[config.mk]
export PLATFORM = sky130hd
export DESIGN_NAME = seq_divider_ctl
export DESIGN_NICKNAME = d
export VERILOG_FILES = /design/src/rtl/seq_divider_ctl.sv
export SDC_FILE = /design/constraint.sdc
export NUM_CORES = 1
export LEC_CHECK = 0
export CAP_MARGIN = 25
export CORE_UTILIZATION = 55
export CTS_CLUSTER_DIAMETER = 150
export DETAILED_ROUTE_END_ITERATION = 7
export PLACE_DENSITY_LB_ADDON = 0.2
export SYNTH_ARGS = -nofsm -noshare
export SYNTH_HDL_FRONTEND = slang
export SYNTH_SLANG_ARGS = --single-unit
[constraint.sdc]
create_clock -name clk -period 7.8 [get_ports clk]
set_input_delay 0.78 -clock clk [delete_from_list [all_inputs] [get_ports clk]]
set_output_delay 0.78 -clock clk [all_outputs]
set_load 0.02 [all_outputs]
[src/rtl/seq_divider_ctl.sv]
// Sequential restoring divider: 2N-bit dividend / N-bit divisor, one quotient bit per clock,
// with start/busy/done handshake, signed mode, overflow and divide-by-zero detection.
module seq_divider_ctl #(
   parameter int N = 5
) (
   input  logic             clk,
   input  logic             rst,
   input  logic             start,
   input  logic             signed_mode,
   input  logic [2*N-1:0]   dividend,
   input  logic [N-1:0]     divisor,
   output logic             busy,
   output logic             done,
   output logic [N-1:0]     quotient,
   output logic [N-1:0]     remainder,
   output logic             ov,
   output logic             divbyzero
);

   localparam int CW = $clog2(N);
   localparam logic [CW-1:0] CNT_LAST    = CW'(N - 1);
   localparam logic [N-1:0]  MAX_POS     = {1'b0, {(N-1){1'b1}}};
   localparam logic [N-1:0]  MIN_NEG_MAG = {1'b1, {(N-1){1'b0}}};

   typedef enum logic [1:0] {
      ST_IDLE = 2'b00,
      ST_RUN  = 2'b01,
      ST_DONE = 2'b10
   } state_t;

   function automatic logic [2*N-1:0] neg_wide(input logic [2*N-1:0] x, input logic neg);
      return neg ? ({(2*N){1'b0}} - x) : x;
   endfunction

   function automatic logic [N-1:0] neg_narrow(input logic [N-1:0] x, input logic neg);
      return neg ? ({N{1'b0}} - x) : x;
   endfunction

   state_t           state_r, state_nxt;
   // Work register upper bit of W is always 0 between steps, so only 2N bits are stored.
   logic [2*N-1:0]   w_r, w_nxt;
   logic [N-1:0]     dm_r, dm_nxt;
   logic             sd_r, sd_nxt, sv_r, sv_nxt, sm_r, sm_nxt;
   logic [CW-1:0]    cnt_r, cnt_nxt;
   logic [N-1:0]     q_r, q_nxt, r_r, r_nxt;
   logic             ov_r, ov_nxt, dbz_r, dbz_nxt;
   logic             busy_r, done_r;

   logic             sd_in_s, sv_in_s;
   logic [2*N-1:0]   dvd_mag_s;
   logic [N-1:0]     dvs_mag_s;
   logic [2*N:0]     w_sh_s;
   logic             nonneg_s;
   logic [N-1:0]     diff_s;
   logic [2*N-1:0]   w_step_s;
   logic [N-1:0]     qm_s, rm_s;
   logic             sov_s;

   assign busy      = busy_r;
   assign done      = done_r;
   assign quotient  = q_r;
   assign remainder = r_r;
   assign ov        = ov_r;
   assign divbyzero = dbz_r;

   // Next-state, datapath step and result formatting.
   always_comb begin
      state_nxt = state_r;
      w_nxt     = w_r;
      dm_nxt    = dm_r;
      sd_nxt    = sd_r;
      sv_nxt    = sv_r;
      sm_nxt    = sm_r;
      cnt_nxt   = cnt_r;
      q_nxt     = q_r;
      r_nxt     = r_r;
      ov_nxt    = ov_r;
      dbz_nxt   = dbz_r;

      sd_in_s   = dividend[2*N-1] & signed_mode;
      sv_in_s   = divisor[N-1] & signed_mode;
      dvd_mag_s = neg_wide(dividend, sd_in_s);
      dvs_mag_s = neg_narrow(divisor, sv_in_s);

      w_sh_s    = {w_r, 1'b0};
      nonneg_s  = (w_sh_s[2*N:N] >= {1'b0, dm_r});
      // True difference is below Dm, so the N-bit modular result is exact.
      diff_s    = w_sh_s[2*N-1:N] - dm_r;
      if (nonneg_s) begin
         w_step_s = {diff_s, w_sh_s[N-1:1], 1'b1};
      end else begin
         w_step_s = w_sh_s[2*N-1:0];
      end
      qm_s      = w_step_s[N-1:0];
      rm_s      = w_step_s[2*N-1:N];
      sov_s     = (sd_r == sv_r) ? (qm_s > MAX_POS) : (qm_s > MIN_NEG_MAG);

      case (state_r)
         ST_IDLE, ST_DONE: begin
            if (start) begin
               sm_nxt  = signed_mode;
               sd_nxt  = sd_in_s;
               sv_nxt  = sv_in_s;
               w_nxt   = dvd_mag_s;
               dm_nxt  = dvs_mag_s;
               cnt_nxt = {CW{1'b0}};
               q_nxt   = {N{1'b0}};
               r_nxt   = {N{1'b0}};
               ov_nxt  = 1'b0;
               dbz_nxt = 1'b0;
               if (divisor == {N{1'b0}}) begin
                  dbz_nxt   = 1'b1;
                  state_nxt = ST_DONE;
               end else if (dvd_mag_s[2*N-1:N] >= dvs_mag_s) begin
                  ov_nxt    = 1'b1;
                  state_nxt = ST_DONE;
               end else begin
                  state_nxt = ST_RUN;
               end
            end else begin
               state_nxt = ST_IDLE;
            end
         end
         ST_RUN: begin
            w_nxt = w_step_s;
            if (cnt_r == CNT_LAST) begin
               state_nxt = ST_DONE;
               if (sm_r && sov_s) begin
                  ov_nxt = 1'b1;
                  q_nxt  = {N{1'b0}};
                  r_nxt  = {N{1'b0}};
               end else if (sm_r) begin
                  q_nxt  = neg_narrow(qm_s, sd_r ^ sv_r);
                  r_nxt  = neg_narrow(rm_s, sd_r);
               end else begin
                  q_nxt  = qm_s;
                  r_nxt  = rm_s;
               end
            end else begin
               cnt_nxt = cnt_r + CW'(1'b1);
            end
         end
         default: begin
            state_nxt = ST_IDLE;
         end
      endcase
   end

   // State register.
   always_ff @(posedge clk or posedge rst) begin
      if (rst) begin
         state_r <= ST_IDLE;
      end else begin
         state_r <= state_nxt;
      end
   end

   // Datapath, result and handshake registers.
   always_ff @(posedge clk or posedge rst) begin
      if (rst) begin
         w_r    <= {(2*N){1'b0}};
         dm_r   <= {N{1'b0}};
         sd_r   <= 1'b0;
         sv_r   <= 1'b0;
         sm_r   <= 1'b0;
         cnt_r  <= {CW{1'b0}};
         q_r    <= {N{1'b0}};
         r_r    <= {N{1'b0}};
         ov_r   <= 1'b0;
         dbz_r  <= 1'b0;
         busy_r <= 1'b0;
         done_r <= 1'b0;
      end else begin
         w_r    <= w_nxt;
         dm_r   <= dm_nxt;
         sd_r   <= sd_nxt;
         sv_r   <= sv_nxt;
         sm_r   <= sm_nxt;
         cnt_r  <= cnt_nxt;
         q_r    <= q_nxt;
         r_r    <= r_nxt;
         ov_r   <= ov_nxt;
         dbz_r  <= dbz_nxt;
         busy_r <= (state_nxt == ST_RUN);
         done_r <= (state_nxt == ST_DONE);
      end
   end

endmodule

Word-level counts from Yosys, hierarchy flattened
Index checks and enable logic that the tools add are counted.

Flip-flop bits (word level): 37. Bits of input ports: 19. Logic and storage cells: 78.

Add/sub/neg operators: 6. Magnitude comparators: 4. Equal/unequal tests: 10. Mux-type cells: 32. Bitwise gates (word level): 3. Reductions and logical operators: 10.

Operator list (number): $mux W5 (10); $mux W10 (3); $pmux W10 S2 (1); $pmux W5 S2 (2); $sub A1 B5 Y5 const A (3); $sub A1 B10 Y10 const A (1); $mux W2 (4); $ne A2 B2 Y1 const B (4); $mux W1 (7); $ge A6 B5 Y1 (1); $mux W3 (2); $pmux W3 S2 (1); $reduce_and A3 Y1 (2); $ge A5 B5 Y1 (1); $gt A5 B4 Y1 const B (1); $gt A5 B5 Y1 const B (1); $logic_not A5 Y1 (1); $sub A5 B5 Y5 (1); $eq A2 B1 Y1 const B (2); $eq A2 B2 Y1 const B (2); $pmux W2 S2 (1); $reduce_and A2 Y1 (2); $reduce_and A4 Y1 (1); $add A3 B1 Y3 const B (1); 9 further kinds (10).

Logic depth before layout (Yosys ltp)
Depth in word-level cells: 8. Gate-level depth with buffers: 14. Gate-level depth less buffers: 14.

Worst setup path before layout
OpenSTA, ideal clock, no wires.

Kind: input to register. From: input dividend[1]. To: register state_r[1]. Data arrival time: 2.645 ns. Slack: 5.021 ns. Cell stages on the path: 10. Cells stage by stage: nor3_1 > a21oi_1 > xnor2_1 > ha_1 > nand2b_1 > a21o_1 > a21o_1 > a21o_1 > a211oi_2 > o21ai_0.

Word-level cells in the longest chain between the ends: 7.

Ends and longest elaborated chain: start, declared (line 10) `input logic [2*N-1:0] dividend,`; $sub A1 B10 Y10 (line 32) `return neg ? ({(2*N){1'b0}} - x) : x;`; $mux W10 (line 32); $ge A5 B5 Y1 (line 114) `end else if (dvd_mag_s[2*N-1:N] >= dvs_mag_s) begin`; $mux W2 (line 114); $mux W2 (line 111) `if (divisor == {N{1'b0}}) begin`; $mux W2 (line 100) `if (start) begin`; $pmux W2 S2 (line 98) `case (state_r)`; named net state_nxt[1] (line 39) `state_t state_r, state_nxt;`; end signal, assigned (line 154) `state_r <= state_nxt;`; end, declared (line 39).

The timed path passes the listed nets, and every way through them passes these cells. A chain may end at the register's enable or synchronous reset.

Final worst setup path
From: register w_r[4]. To: register ov_r, in the netlist ov.

Word-level cells in the longest chain between the ends: 7.

Ends and longest elaborated chain: start, declared (line 41) `logic [2*N-1:0] w_r, w_nxt;`; start signal, assigned (line 161) `w_r <= {(2*N){1'b0}};`; start signal, assigned (line 174) `w_r <= w_nxt;`; $ge A6 B5 Y1 * (line 86) `nonneg_s = (w_sh_s[2*N:N] >= {1'b0, dm_r});`; $mux W10 * (line 89) `if (nonneg_s) begin`; $gt A5 B5 Y1 / $gt A5 B4 Y1 (equally long branches) (line 96) `sov_s = (sd_r == sv_r) ? (qm_s > MAX_POS) : (qm_s > MIN_NEG_MAG);`; $mux W1 * (line 96); $logic_and A1 B1 Y1 * (line 128) `if (sm_r && sov_s) begin`; $ne A2 B2 Y1 (no line) *; $reduce_and A4 Y1 (no line) *; end signal, assigned (line 182) `ov_r <= ov_nxt;`; end, declared (line 46) `logic ov_r, ov_nxt, dbz_r, dbz_nxt;`.

Mark *: on every way between the ends. The rest lies on a longest branch, timed or not.

==> reports/results.tsv <==
metric	value	unit
Worst EP required	8.01	ns
WL per Instance	14.2	um
leakage	0.00131	uW
worst path bufs/invs	3	
layout cells sized above 1	0.0510	
Yosys cell types	34	
CP endpoint kind	register	
Max Fanout on Critical Path	12	
Longest Clk Path Bufs	2	
status	finished clean	
Die ar.	4550	um2
CP arrival	3.59	ns
syn nets	299	
core area	4060	um2
DR DRC count	0	
hold crit path type	register to register	
crit-path cells	inv_1 > ha_1 > inv_1 > fa_1 > a21oi_1 > o221ai_2 > inv_1 > ha_1 > nand2_1 > ha_1 > o21ai_0 > o21ai_2 > a21oi_1 > a31oi_1	
Rows	23	
final wirelength	4890	um
die height	67.5	um
drt via density	5.61	
delay-heaviest family, CP	compound AO/OA/AOI/OAI gates	
ANT nets after route	0	
Final Wtd Congestion	0.876	
Fin. Hold Viols	0	
pin count of the biggest net entering global routing	38	
CTS tree	yes	
Overall Global Routing Usage	0.243	
Worst Skew	0.00538	ns
Slew headroom	0.357	
ys async rst share	1.00	
ys flop type	dfrtp_1	
TritonCTS buffer count	5	
Hold WS	0.473	ns
final core occ	0.690	
Worst path slowest cell	o221ai_2	
most frequent cells in the layout	37 x dfrtp_1, 35 x nand2_1, 32 x clkdlybuf4s50_1	
Fillers	341	
number of enable flip-flop cells after synthesis	0	
CP Launch Point	w_r[4]$_DFFE_PP0P_	
diodes inserted	0	
hold_sp	remainder[1]$_DFFE_PP0P_	
grt total ovfl	0	
Final Critical Period	3.39	ns
port bufs	32	
pwr/cell area	423	nW/um2
FF+latch count, synth	37	
# setup viols final	0	
post-CTS setup buffer count	0	
Clock Pin Slew Worst Setup and Hold Paths	0.07	ns
Max VDD drop	0.138	mV
synthesis-to-layout area growth	18.8	%
Final Total Pwr	1190	uW
I/O pin cnt	33	
post-synthesis sequential area ratio	0.393	
Vias	1931	
nets	332	
Max Cap Violations	0	
Largest stage delay, worst path	0.56	ns
Pins Over Slew Limit	0	
r2r setup slk	4.41	ns
post-CTS sizing	0	
Final Cycle Share	0.434	
H-tree Lvls	2	
Post-Synthesis Cells	260	
CTS root buffer	clkbuf_8	
CTS Hold Bufs	0	
Die Wd	67.5	um
Worst R2R Path Depth	14	
Final TNS setup	0	ns
most common cell after layout, fill and taps aside	dfrtp_1	
hold path cells	2	
first-iteration detailed-routing DRC count	146	
Reg-to-Reg End	ov$_DFFE_PP0P_	
worst skew pair latency	0.29	ns
TritonRoute pass-1 iters	4	
Yosys warning count	0	
vias in the first global route	1635	
Reg2Reg Launch Point	w_r[4]$_DFFE_PP0P_	
Tightest Pin Transition	0.963	ns
Initial Util	0.581	
clk sink count	37	
post-DP HPWL	3720	um
critical path class	register to register	
Worst Hold End	remainder[1]$_DFFE_PP0P_	
fmax	0.295	GHz
initial antenna violation count	0	
startpoint type of the worst setup path	register	
first-pass GRT wire length	7980	um
cell area after synthesis	2360	um2
Mapped Avg Cell Area	9.07	um2
RSZ-0062 raised after global routing	no	
-- metrics by stage --
stage                     cell area, um2  worst slack [ns]  instances
after CTS                           2790              4.41        343
after global placement              2710              4.37        335
after global routing                2800              4.14        344
after floorplan                     2360              5.02        260
final                               2800              4.41        344
after detailed placement            2710              4.31        335
-- worst reg2reg max path: stages, from the launching register on --
cell and delay [ns]:
dfrtp_1 0.41, inv_1 0.06, ha_1 0.20, inv_1 0.07, fa_1 0.23, a21oi_1 0.08, o221ai_2 0.56, inv_1 0.31
ha_1 0.29, nand2_1 0.07, ha_1 0.13, o21ai_0 0.13, o21ai_2 0.42, a21oi_1 0.15, a31oi_1 0.18
-- layout make-up --
class	instances	area, um2	share of cell area
Clock buffer	6	72.6	0.0259
Clock inverter	2	10.0	0.00357
Inverter	23	86.3	0.0308
Multi-Input combinational cell	192	1310	0.467
Sequential cell	37	926	0.331
Tap cell	50	62.6	0.0223
Timing Repair Buffer	34	335	0.120
-- registers in the layout (all words and copies together) (netlist names) --
name       cells
quotient       5
sd_r           1
remainder      5
dm_r           5
sv_r           1
done           1
busy           1
cnt_r          3
divbyzero      1
state_r        2
w_r           10
sm_r           1
ov             1
-- how the worst max path moves through the flow --
stage	to	slack (ns)	depth (start not counted)
after global routing	ov$_DFFE_PP0P_	4.14	14
final	ov$_DFFE_PP0P_	4.41	14
after detailed placement	done$_DFF_PP0_	4.31	12
after floorplan	state_r[1]$_DFF_PP0_	5.02	10
after CTS	ov$_DFFE_PP0P_	4.41	14
after global placement	state_r[1]$_DFF_PP0_	4.37	11
-- cells in the mapped netlist, types with 4 or more instances --
master,count,area share
nor3_1,5,0.011
xnor2_1,11,0.041
inv_1,23,0.037
nand3_1,7,0.015
nand2b_1,4,0.011
ha_1,19,0.10
a22oi_1,9,0.029
o31ai_1,9,0.029
clkbuf_1,7,0.011
xor2_1,7,0.026
dfrtp_1,37,0.39
o21ai_0,26,0.055
a21oi_1,10,0.021
a22o_1,4,0.015
nand2_1,35,0.056
nor2_1,14,0.022
mux2i_1,7,0.030
-- layer usage --
layer  up-vias  GRT usage  part of all wire
met4         0     0.0824             0.012
met5         -          0                 0
met3         5     0.0507             0.042
li1        979          -                 -
met2        55      0.359              0.45
met1       892      0.350              0.50
-- power by group --
| part | total (uW) | internal (uW) | switching [uW] |
|---|---|---|---|
| clock network | 129 | 61.9 | 67.1 |
| logic | 701 | 290 | 411 |
| registers | 355 | 279 | 76.7 |
-- logic make-up after synthesis --
family | count (synthesis) | share of synthesized area
xor+xnor | 18 | 0.0669
buf+inv | 31 | 0.0525
compound gates | 71 | 0.199
flops | 37 | 0.393
simple gates | 76 | 0.150
fa+ha+maj | 20 | 0.109
mux | 7 | 0.0297
No activity file was read; power rests on OpenSTA's default activity.
